**config.mk**
```make
export PLATFORM = sky130hd
export DESIGN_NAME = timer_counter_flat
export DESIGN_NICKNAME = d
export VERILOG_FILES = /design/src/rtl/timer_counter_pkg.sv /design/src/rtl/timer_counter_if.sv /design/src/rtl/timer_counter.sv /design/src/flat_wrapper.sv
export SDC_FILE = /design/constraint.sdc
export NUM_CORES = 1
export LEC_CHECK = 0
export ABC_AREA = 1
export BUFFER_PORTS_ARGS = -buffer_cell sky130_fd_sc_hd__buf_2
export CORE_ASPECT_RATIO = 0.8
export CORE_MARGIN = 3
export CORE_UTILIZATION = 45
export DETAILED_ROUTE_END_ITERATION = 10
export PLACE_DENSITY = 0.64
export SYNTH_ARGS = -nofsm -noshare
export SYNTH_HDL_FRONTEND = slang
export SYNTH_SLANG_ARGS = --single-unit
```
**constraint.sdc**
```tcl
create_clock -name clk -period 2.15 [get_ports clk]
set_clock_uncertainty 0.05 [all_clocks]
set_input_delay 0.3225 -clock clk [delete_from_list [all_inputs] [get_ports clk]]
set_output_delay 0.3225 -clock clk [all_outputs]
set_load 0.05 [all_outputs]
```
**src/rtl/timer_counter_pkg.sv**
```systemverilog
// timer_counter_pkg: shared definitions for the bus-attached down-counter/timer.
//   - FSM state encoding (IDLE/LOAD/CNT/INT)
//   - register word offsets (addr[3:2])
//   - CTRL bit positions and MODE codes
package timer_counter_pkg;

  typedef enum logic [1:0] {
    ST_IDLE = 2'd0,
    ST_LOAD = 2'd1,
    ST_CNT  = 2'd2,
    ST_INT  = 2'd3
  } state_e;

  localparam logic [1:0] REG_CTRL   = 2'd0;
  localparam logic [1:0] REG_PRESET = 2'd1;
  localparam logic [1:0] REG_COUNT  = 2'd2;

  localparam int unsigned CTRL_EN       = 0;
  localparam int unsigned CTRL_MODE_LSB = 1;
  localparam int unsigned CTRL_IM       = 3;
  localparam int unsigned CTRL_W        = 4;

  localparam logic [1:0] MODE_ONESHOT = 2'b00;
  localparam logic [1:0] MODE_RELOAD  = 2'b01;

endpackage

```
**src/rtl/timer_counter_if.sv**
```systemverilog
// timer_counter_if: system-bus slot seen by the timer.
//   addr [1:0]  word address bits [3:2]      (master -> slave)
//   we          decoded write enable         (master -> slave)
//   wd   [31:0] write data                   (master -> slave)
//   rd   [31:0] combinational read data      (slave -> master)
//   irq         interrupt request to CP0     (slave -> master)
interface timer_counter_if;
  logic [1:0]  addr;
  logic        we;
  logic [31:0] wd;
  logic [31:0] rd;
  logic        irq;

  modport master (output addr, we, wd, input rd, irq);
  modport slave  (input addr, we, wd, output rd, irq);
endinterface

```
**src/rtl/timer_counter.sv**
```systemverilog
// timer_counter: programmable 32-bit down-counter/timer on bus slot 0.
//   clk    system clock, rising edge
//   reset  synchronous active-low reset
//   bus    timer_counter_if.slave: addr/we/wd in, rd (combinational)/irq out
// Registers: CTRL (0) {IM, MODE[1:0], EN}, PRESET (1), COUNT (2, read-only).
// irq = IM & pending; one-shot holds irq until a CTRL write, auto-reload
// pulses it for one cycle every PRESET+2 cycles.
module timer_counter
  import timer_counter_pkg::*;
#(
  parameter logic [31:0] PRESET_RST = 32'h0000_0000
) (
  input logic             clk,
  input logic             reset,
  timer_counter_if.slave  bus
);

  state_e              state_q, state_d;
  logic [CTRL_W-1:0]   ctrl_q, ctrl_d;
  logic [31:0]         preset_q, preset_d;
  logic [31:0]         count_q, count_d;
  logic                pending_q, pending_d;

  logic                en;
  logic                reload;

  assign en     = ctrl_q[CTRL_EN];
  assign reload = (ctrl_q[CTRL_MODE_LSB +: 2] == MODE_RELOAD);

  always_comb begin
    state_d   = state_q;
    ctrl_d    = ctrl_q;
    preset_d  = preset_q;
    count_d   = count_q;
    pending_d = pending_q;

    unique case (state_q)
      ST_IDLE: begin
        if (en) state_d = ST_LOAD;
      end
      ST_LOAD: begin
        count_d = preset_q;
        state_d = ST_CNT;
      end
      ST_CNT: begin
        // COUNT<=1 terminates, so PRESET==0 behaves like PRESET==1
        if (!en) begin
          state_d = ST_IDLE;
        end else if (count_q > 32'd1) begin
          count_d = count_q - 32'd1;
        end else begin
          count_d   = '0;
          pending_d = 1'b1;
          state_d   = ST_INT;
        end
      end
      ST_INT: begin
        if (reload) begin
          pending_d = 1'b0;
          state_d   = ST_LOAD;
        end else begin
          ctrl_d[CTRL_EN] = 1'b0;
          state_d         = ST_IDLE;
        end
      end
    endcase

    // Bus writes are applied last so a CTRL write in the INT cycle
    // overrides the FSM clearing EN.
    if (bus.we) begin
      if (bus.addr == REG_CTRL) begin
        ctrl_d    = bus.wd[CTRL_W-1:0];
        pending_d = 1'b0;
      end else if (bus.addr == REG_PRESET) begin
        preset_d = bus.wd;
      end
    end
  end

  always_ff @(posedge clk) begin
    if (!reset) begin
      state_q   <= ST_IDLE;
      ctrl_q    <= '0;
      preset_q  <= PRESET_RST;
      count_q   <= '0;
      pending_q <= 1'b0;
    end else begin
      state_q   <= state_d;
      ctrl_q    <= ctrl_d;
      preset_q  <= preset_d;
      count_q   <= count_d;
      pending_q <= pending_d;
    end
  end

  always_comb begin
    bus.rd = '0;
    unique case (bus.addr)
      REG_CTRL:   bus.rd = {{(32-CTRL_W){1'b0}}, ctrl_q};
      REG_PRESET: bus.rd = preset_q;
      REG_COUNT:  bus.rd = count_q;
      default:    bus.rd = '0;
    endcase
  end

  assign bus.irq = ctrl_q[CTRL_IM] & pending_q;

endmodule

```
**src/flat_wrapper.sv**
```systemverilog
// flat-port wrapper written by rule: the top's interface ports become plain ports
module timer_counter_flat import timer_counter_pkg::*;
#(
  parameter logic [31:0] PRESET_RST = 32'h0000_0000
)
  (clk, reset, bus_addr, bus_we, bus_wd, bus_rd, bus_irq);
  timer_counter_if bus_i ();
  input logic clk;
  input logic reset;
  input wire logic [$bits(bus_i.addr)-1:0] bus_addr;
  input wire logic [$bits(bus_i.we)-1:0] bus_we;
  input wire logic [$bits(bus_i.wd)-1:0] bus_wd;
  output wire logic [$bits(bus_i.rd)-1:0] bus_rd;
  output wire logic [$bits(bus_i.irq)-1:0] bus_irq;
  assign bus_i.addr = bus_addr;
  assign bus_i.we = bus_we;
  assign bus_i.wd = bus_wd;
  assign bus_rd = bus_i.rd;
  assign bus_irq = bus_i.irq;
  timer_counter #(.PRESET_RST(PRESET_RST)) u_core (.clk(clk), .reset(reset), .bus(bus_i));
endmodule
```
# [Word level (Yosys, flattened, before mapping)]
# Cells that the tools add are included.
[totals] input_bits=37 elab_cells=45 ff_bits=71
[classes] eq_ne=9 bitwise=2 n_mux=19 reduce_logical=7 n_lt_le_gt_ge=1 n_addsub=1
[ops] operator="32-bit case mux with 3 select lines" n=1
[ops] operator="32-bit 2-to-1 mux" n=2
[ops] operator="32-bit case mux with 2 select lines" n=1
[ops] operator="32-bit by 1-bit > comparator with 1-bit output, second input constant" n=1
[ops] operator="32-bit by 1-bit subtractor with 32-bit output, second input constant" n=1
[ops] operator="1-bit 2-to-1 mux" n=10
[ops] operator="2-bit case mux with 4 select lines" n=1
[ops] operator="2-bit by 1-bit == test with 1-bit output, second input constant" n=3
[ops] operator="2-bit == test, second input constant" n=3
[ops] operator="2-bit 2-to-1 mux" n=3
[ops] operator="2-bit AND reduction" n=3
[ops] operator="2-bit zero test" n=2
[ops] operator="2-bit by 1-bit inequality test with 1-bit output, second input constant" n=2
[ops] operator="3-bit inequality test, second input constant" n=1
[ops] operator="3-bit AND reduction" n=1
[ops] operator="1-bit case mux with 2 select lines" n=1
[ops] operator="2-bit nonzero test" n=1
[ops] operator="1-bit bitwise AND" n=1
[ops] operator="1-bit NOT" n=1

# [Logic depth before layout (Yosys ltp)]
# Gate-level depths: netlist (run 1).
[logic_depth] depth_word=6 ltp_mapped=12 depth_no_buf=11

# [Worst setup path after synthesis (run 1)]
# OpenSTA, ideal clock, no wires.
[synth_path] path_kind="input to output" startpoint="input port bus_addr[0]" endpoint="output port bus_rd[10]" t_arrival_ns=1.724 slack_ns=0.054 stages=6 n_path_buf=2 required_ns=1.778 cell_sequence="inv_1 -> nor2_2 -> inv_1 -> buf_2 -> buf_1 -> o22ai_1"
[synth_via] elab_chain_cells=2 elab_cells_between_ends=4 classes_between="eq/ne (2); mux (1); reduce/logical (1)"
[synth_rtl] element="start, declared" line="flat_wrapper.sv:10" source="input wire logic [$bits(bus_i.addr)-1:0] bus_addr;"
[synth_rtl] element="2-bit == test (tied with other cells)" line="timer_counter.sv:98" source="unique case (bus.addr)"
[synth_rtl] element="32-bit case mux with 3 select lines *" line="timer_counter.sv:98"
[synth_rtl] element="end, declared" line="flat_wrapper.sv:13" source="output wire logic [$bits(bus_i.rd)-1:0] bus_rd;"
# Every way passes the cells marked *; elsewhere a longest branch is shown, timed or not.

# [Worst setup path after layout (run 1)]
[layout_path] startpoint="register u_core.count_q[0]" endpoint="register u_core.count_q[14]"
[layout_via] elab_chain_cells=4 elab_cells_between_ends=5 classes_between="add/sub (1); order compare (1); mux (3)"
[layout_rtl] element="start, declared" line="timer_counter.sv:21" source="logic [31:0] count_q, count_d;"
[layout_rtl] element="start signal, assigned" line="timer_counter.sv:91" source="count_q <= count_d;"
[layout_rtl] element="32-bit by 1-bit subtractor with 32-bit output / 32-bit by 1-bit > comparator with 1-bit output (equally long branches)" line="timer_counter.sv:50, timer_counter.sv:49"
[layout_rtl] element="32-bit 2-to-1 mux *" line="timer_counter.sv:49" source="end else if (count_q > 32'd1) begin"
[layout_rtl] element="32-bit 2-to-1 mux *" line="timer_counter.sv:47" source="if (!en) begin"
[layout_rtl] element="32-bit case mux with 2 select lines *" line="timer_counter.sv:37" source="unique case (state_q)"
# Every way passes the cells marked *; elsewhere a longest branch is shown, timed or not. The select of a mux whose other input is x is not followed.
# A chain may end at the register's enable or synchronous reset.

==> run metrics, run 1 <==
status=complete, no violations; fmax=slightly above 500 MHz; Worst Path Required=2370 ps; max_slew headroom=63.6%; die area=10500 um^2; Worst Min Path Start=bus_wd[0]; Post-Syn Area=4190 um^2; nets=730; reg2reg end=u_core.count_q[14]$_SDFFE_PN0P_; final instance area=4940 um^2; worst r2r src=u_core.count_q[0]$_SDFFE_PN0P_; first-pass GRT wire length=19.8 mm; Fin Hold WS=181 ps; Final Setup Violations=0; YS warnings=0; Final Critical Period=1960 ps; number of flops mapped to enable cells by yosys=0; synth-to-layout area growth=17.9%; critical path cell sequence=inv_1 -> ha_1 -> inv_1 -> nand2_1 -> nand2_1 -> nor2_1 -> nand3_2 -> nor2_4 -> nor2_4 -> o21ai_0 -> a21oi_1; CP startpoint kind=register; CTS clk-pin slew, worst paths=60 ps; maxcap violations=0; Post-Route Utilization=56.2%; synth unique cells=28; hold endpoint=u_core.ctrl_q[0]$_SDFF_PN0_; cell taking the most area after synthesis=dfxtp_1; CTS tree=built; sequential-to-total area share from yosys stat=33.9%; Residual DRC=0; period utilisation layout=91.4%; antenna diode count=0; Critical Path Fanout Max=16; starting density of the core=47.7%; largest net degree at the start of global routing=33; FF-to-FF path depth=11; number of cells after detailed placement=791; # port buffers=69; most numerous cell in the Yosys netlist=o21ai_0; worst min path class=in2reg; Design Power=between 4 and 5 mW; Final Hold Fails=0; CP max-delay cell=nor2_4; Detailed Place HPWL=approximately 8.4 mm; Slew @ Worst Pin=about 540 ps; via count=approximately 4.3k; Slew Viols, Final=0; Finished Layout Cells=808; row count=30; total overflow reported by the global router=0; worst hold path depth=3; CP Data Arrival Time=2190 ps; initial antenna violation count=0; clk_lat worst skew=340 ps; post-DR vias/cell=5.34; cells after synthesis=630; synth cell count leaders=o21ai_0, inv_1, nand2_1, dfxtp_1, a21oi_1; GRT Util Overall=23.5%; ys async rst share=0%; Post-Syn Area per Cell=6.65 um^2; Synth Net Count=669; Fillers=895; Area after DPL=4620 um^2; Longest Clk Path Bufs=2; share of cells above drive strength 1=slightly above 20%; GP Congestion=0.944; VDD IR max=about 0.00063 V; RSZ-0062 raised after global routing=no; clock sinks=71; die height=92.3 um; static leakage=2.13 nW; WS Path Type=reg2reg; post-synth top area share=33.9%; power per cell area=921 nW/um^2; core box area=around 8800 um^2; Root Driver=clkbuf_16; ys flop type=dfxtp_1; CTS buffer count=9; Total Wirelength=around 12 mm; DR iter-0 viols=313; Seq cells post-synth=between 70 and 80; Die Wd=114 um; top cells by area, synth=dfxtp_1, o21ai_0, inv_1; R2R setup slack=190 ps; drt pass-1 iters=5; vias in the first global route=3974; I/O pins=70; Worst path max stage delay=400 ps; DR WL/cell=about 15 um; post-route ant nets=0; Crit. End Element=register; H-tree levels=3
-- cell type report --
type                       instances  area [um^2]  area share [%]
clock inverter                     2         37.5           0.760
sequential                        71         1420            28.8
multi-input combinational        439         2300            46.6
clock buffer                      14          274            5.55
inverter                          90          338            6.84
timing repair buffer              80          428            8.66
tap                              112          140            2.84
-- power by group --
| part | leakage, nW | internal [mW] | switching [mW] |
|---|---|---|---|
| clock network | 0.149 | 0.995 | 0.570 |
| logic | 1.41 | 0.443 | 1.03 |
| registers | 0.580 | 1.41 | 0.0984 |
| total | 2.13 | 2.85 | 1.70 |
-- through the flow --
| stage | TNS [ps] | worst slack [ps] |
|---|---|---|
| 2_1_floorplan | 0 | 53.6 |
| 3_3_place_gp | 0 | 5.78 |
| 3_5_place_dp | -276 | -85.6 |
| 4_1_cts | 0 | 192 |
| 5_1_grt | 0 | 39.9 |
| 6_report | 0 | 185 |
-- cells in the final DEF (no fill, tap or decap), types with 11 or more instances in the layout --
master / instances
a21oi_1: 62
inv_1: 89
buf_4: 11
o22ai_1: 28
dfxtp_1: 71
nand2_1: 85
nor2_1: 61
nand3_1: 21
buf_2: 69
o21ai_0: 108
-- metal layers --
layer	global-route usage (%)	part of all wire, %
met1	34.0	50
met2	35.8	43
met3	4.90	5.6
met4	6.03	1.1
met5	0	0
-- sequential cells by signal, indices dropped and copies added (netlist names) --
| name | cells |
|---|---|
| u_core.state_q | 2 |
| u_core.pending_q | 1 |
| u_core.count_q | 32 |
| u_core.ctrl_q | 4 |
| u_core.preset_q | 32 |
-- timing repair --
item / in CTS / in global routing
gates resized for setup: 1 / 0
hold buffers: 0 / 0
endpoints found under the setup margin: 15 / 0
setup buffers: 0 / 0
-- worst max path at each step --
stage                              startpoint                         endpoint  slack, ps  cells after the start
2_1_floorplan                     bus_addr[0]                       bus_rd[10]         50                      6
4_1_cts        u_core.count_q[0]$_SDFFE_PN0P_  u_core.count_q[14]$_SDFFE_PN0P_        190                     11
3_3_place_gp   u_core.count_q[0]$_SDFFE_PN0P_  u_core.count_q[14]$_SDFFE_PN0P_          6                     11
6_report       u_core.count_q[0]$_SDFFE_PN0P_  u_core.count_q[14]$_SDFFE_PN0P_        190                     11
3_5_place_dp   u_core.count_q[0]$_SDFFE_PN0P_  u_core.count_q[14]$_SDFFE_PN0P_        -90                     11
5_1_grt        u_core.count_q[0]$_SDFFE_PN0P_   u_core.count_q[4]$_SDFFE_PN0P_         40                     11
-- worst max-delay path: cells and delay by family, from the launching register on --
family	cells	cell delay, ps
flops	1	360
compound gates	2	320
buf+inv	2	210
fa+ha+maj	1	270
simple gates	6	690
-- cell families after synthesis --
kind of cell / synth area share (%)
DFF: 33.9
and+or+nand+nor: 22.7
AOI/OAI and AO/OA: 29.6
xor gates and xnor gates: 1.67
adders and majority gates: 0.597
buffers and inverters: 11.5
(Power assumes the default switching activity.)
==> run 2, diff against run 1 <==
--- a/config.mk
+++ b/config.mk
@@ -6,12 +6,13 @@
 export NUM_CORES = 1
 export LEC_CHECK = 0
 export ABC_AREA = 1
-export BUFFER_PORTS_ARGS = -buffer_cell sky130_fd_sc_hd__buf_2
 export CORE_ASPECT_RATIO = 0.8
 export CORE_MARGIN = 3
 export CORE_UTILIZATION = 45
 export DETAILED_ROUTE_END_ITERATION = 10
-export PLACE_DENSITY = 0.64
+export DONT_BUFFER_PORTS = 1
+export PLACE_DENSITY = 0.58
+export SKIP_LAST_GASP = 1
 export SYNTH_ARGS = -nofsm -noshare
 export SYNTH_HDL_FRONTEND = slang
 export SYNTH_SLANG_ARGS = --single-unit
==> run 2 against run 1 <==
Routed wire length is 0.71% higher. Hold slack worse by 110 ps. Count of clock-buffer cells in the layout decreased by 1. Final cell count fell by 4.8%. Register-to-register slack better by 140 ps. Sequential share of layout area rose by 0.73 points. Fmax is 7.4% higher. Core utilization fell by 1.4 points.
==> run metrics, run 2 (synthesis results as in run 1) <==
status=complete, no violations; H-tree levels=3 (unchanged); Total Wirelength=11.9 mm (+0.71%); clock sinks=71 (unchanged); Crit. End Element=register; Detailed Place HPWL=8.19 mm (-2.9%); # port buffers=0 (-100%); die area=10500 um^2 (unchanged); Fillers=905 (+1.1%); CP max-delay cell=nor2_4; critical path cell sequence=inv_1 -> ha_1 -> inv_1 -> nand2_1 -> nand2_1 -> nor2_1 -> nand3_2 -> nor2_4 -> nor2_4 -> nand3_2 -> a21oi_2; starting density of the core=47.7% (unchanged); DR WL/cell=15.5 um (+5.8%); I/O pins=70 (unchanged); GR met3 Demand/Resource=5.81% (+0.91 points); power per cell area=936 nW/um^2 (+1.5%); Root Driver=clkbuf_16; largest registers=u_core.count_q (32), u_core.preset_q (32), u_core.ctrl_q (4); Final Setup Violations=0 (unchanged); core box area=8780 um^2 (unchanged); GP Congestion=0.884 (-6.3%); CP Buf/Inv Count=2 (unchanged); delay-heaviest family, CP=simple AND/OR/NAND/NOR gates; post-DR vias/cell=5.44 (+1.8%); Final Hold Fails=0 (unchanged); Die Wd=114 um (unchanged); clk_lat worst skew=340 ps (about the same); maxcap violations=0 (unchanged); RSZ-0062 raised after global routing=no; die height=92.3 um (unchanged); Slew Viols, Final=0 (unchanged); worst min path class=in2reg; GRT Util Overall=24.0% (+0.42 points); met1 Use GR=34.7% (+0.75 points); Final Critical Period=1830 ps (-136 ps); CTS buffer count=9 (unchanged); CTS clk-pin slew, worst paths=60 ps (about the same); nets=691 (-5.3%); Worst path max stage delay=470 ps (+70 ps); post-route ant nets=0 (unchanged); initial antenna violation count=0 (unchanged); Longest Clk Path Bufs=2 (unchanged); register area=1420 um^2 (unchanged); via count=4183 (-3.1%); total overflow reported by the global router=0 (unchanged); DR iter-0 viols=311 (-0.64%); Worst Path Required=2380 ps (about the same); Residual DRC=0 (unchanged); Setup WS pre-CTS=-11.9 ps (+73.7 ps); row count=30 (unchanged); most frequent cells in the layout=o21ai_0, inv_1, nand2_1; vias in the first global route=3968 (-0.15%); period utilisation layout=85.0% (-6.3 points); antenna diode count=0 (unchanged); Design Power=4.51 mW (-0.95%); VDD IR max=0.000643 V (+2.5%); share of cells above drive strength 1=16.0% (-4.6 points); CP startpoint kind=register; Final Worst Setup Slack=322 ps (+136 ps); commonest non-fill, non-tap cell in the layout=o21ai_0; CP Data Arrival Time=2050 ps (-140 ps); area occupied by multi-input gates=2300 um^2 (unchanged); WS Path Type=reg2reg; drt pass-1 iters=4 (-1); max_slew headroom=62.5% (-1.1 points); largest net degree at the start of global routing=69 (+110%); Critical Path Fanout Max=15 (-1); gr busiest metal=met2; first-pass GRT wire length=20.1 mm (+1.7%); cts hold-fix bufs=0 (unchanged); synth-to-layout area growth=15.0%; met2 Track Usage GR=35.4% (-0.34 points); static leakage=1.98 nW (-7.2%); CTS tree=built; fmax=547 MHz (+7.4%); Slew @ Worst Pin=561 ps (+16.0 ps); post-CTS setup buffer count=0 (unchanged)
run 2: cell types whose count changed in the layout (fill, tap and decap cells not counted):
cell,previous run,this run
clkinvlp_4,1,0
buf_2,69,0
clkinv_2,0,2
buf_4,11,41
clkbuf_1,2,1
run 2: final timing paths:
path	from	end	slack, ps	depth (start not counted)
worst min-delay path	reset	u_core.preset_q[19]$_SDFFE_PN0P_	70	2
worst max-delay path	u_core.count_q[0]$_SDFFE_PN0P_	u_core.count_q[22]$_SDFFE_PN0P_	320	11
worst max register to register	u_core.count_q[0]$_SDFFE_PN0P_	u_core.count_q[22]$_SDFFE_PN0P_	320	11
worst min register to register	u_core.preset_q[24]$_SDFFE_PN0P_	u_core.preset_q[24]$_SDFFE_PN0P_	420	2
run 2: area by class of cell:
cell class / instances / share of cell area (%)
clock buffer: 13 / 5.61
clock inverter: 3 / 0.831
inverter: 90 / 7.01
multi-input combinational: 439 / 47.7
sequential: 71 / 29.5
tap: 112 / 2.91
timing repair buffer: 41 / 6.39
run 2: per-layer routing:
| layer | vias to the layer above | share of wire (%) |
|---|---|---|
| met2 | 133 | 43 |
| met4 | 0 | 1.2 |
| met1 | 1896 | 49 |
| met3 | 15 | 7.2 |
| li1 | 2139 | - |
| met5 | - | 0 |
run 2: power breakdown:
| group | switching (mW) | internal (mW) |
|---|---|---|
| sequential | 0.0965 | 1.41 |
| clock | 0.558 | 0.989 |
| combinational | 1.01 | 0.438 |
run 2: repair_timing:
| action | 4_1_cts | 5_1_grt |
|---|---|---|
| pin swaps | 1 | 0 |
| setup endpoints to repair | 3 | 15 |
| gates cloned | 1 | 0 |
| resized for setup | 0 | 1 |
run 2: metrics by stage:
stage                     std cells  util (%)  cell area, um^2  TNS, ps  hold WS [ps]
after floorplan                 630         -             4190        0           389
after global placement          752      51.2             4500        0           403
after detailed placement        752      51.2             4500    -11.9           408
after CTS                       769      54.8             4810    -41.0          62.9
after global routing            769      54.8             4820        0          60.7
final                           769      54.8             4820        0          74.8
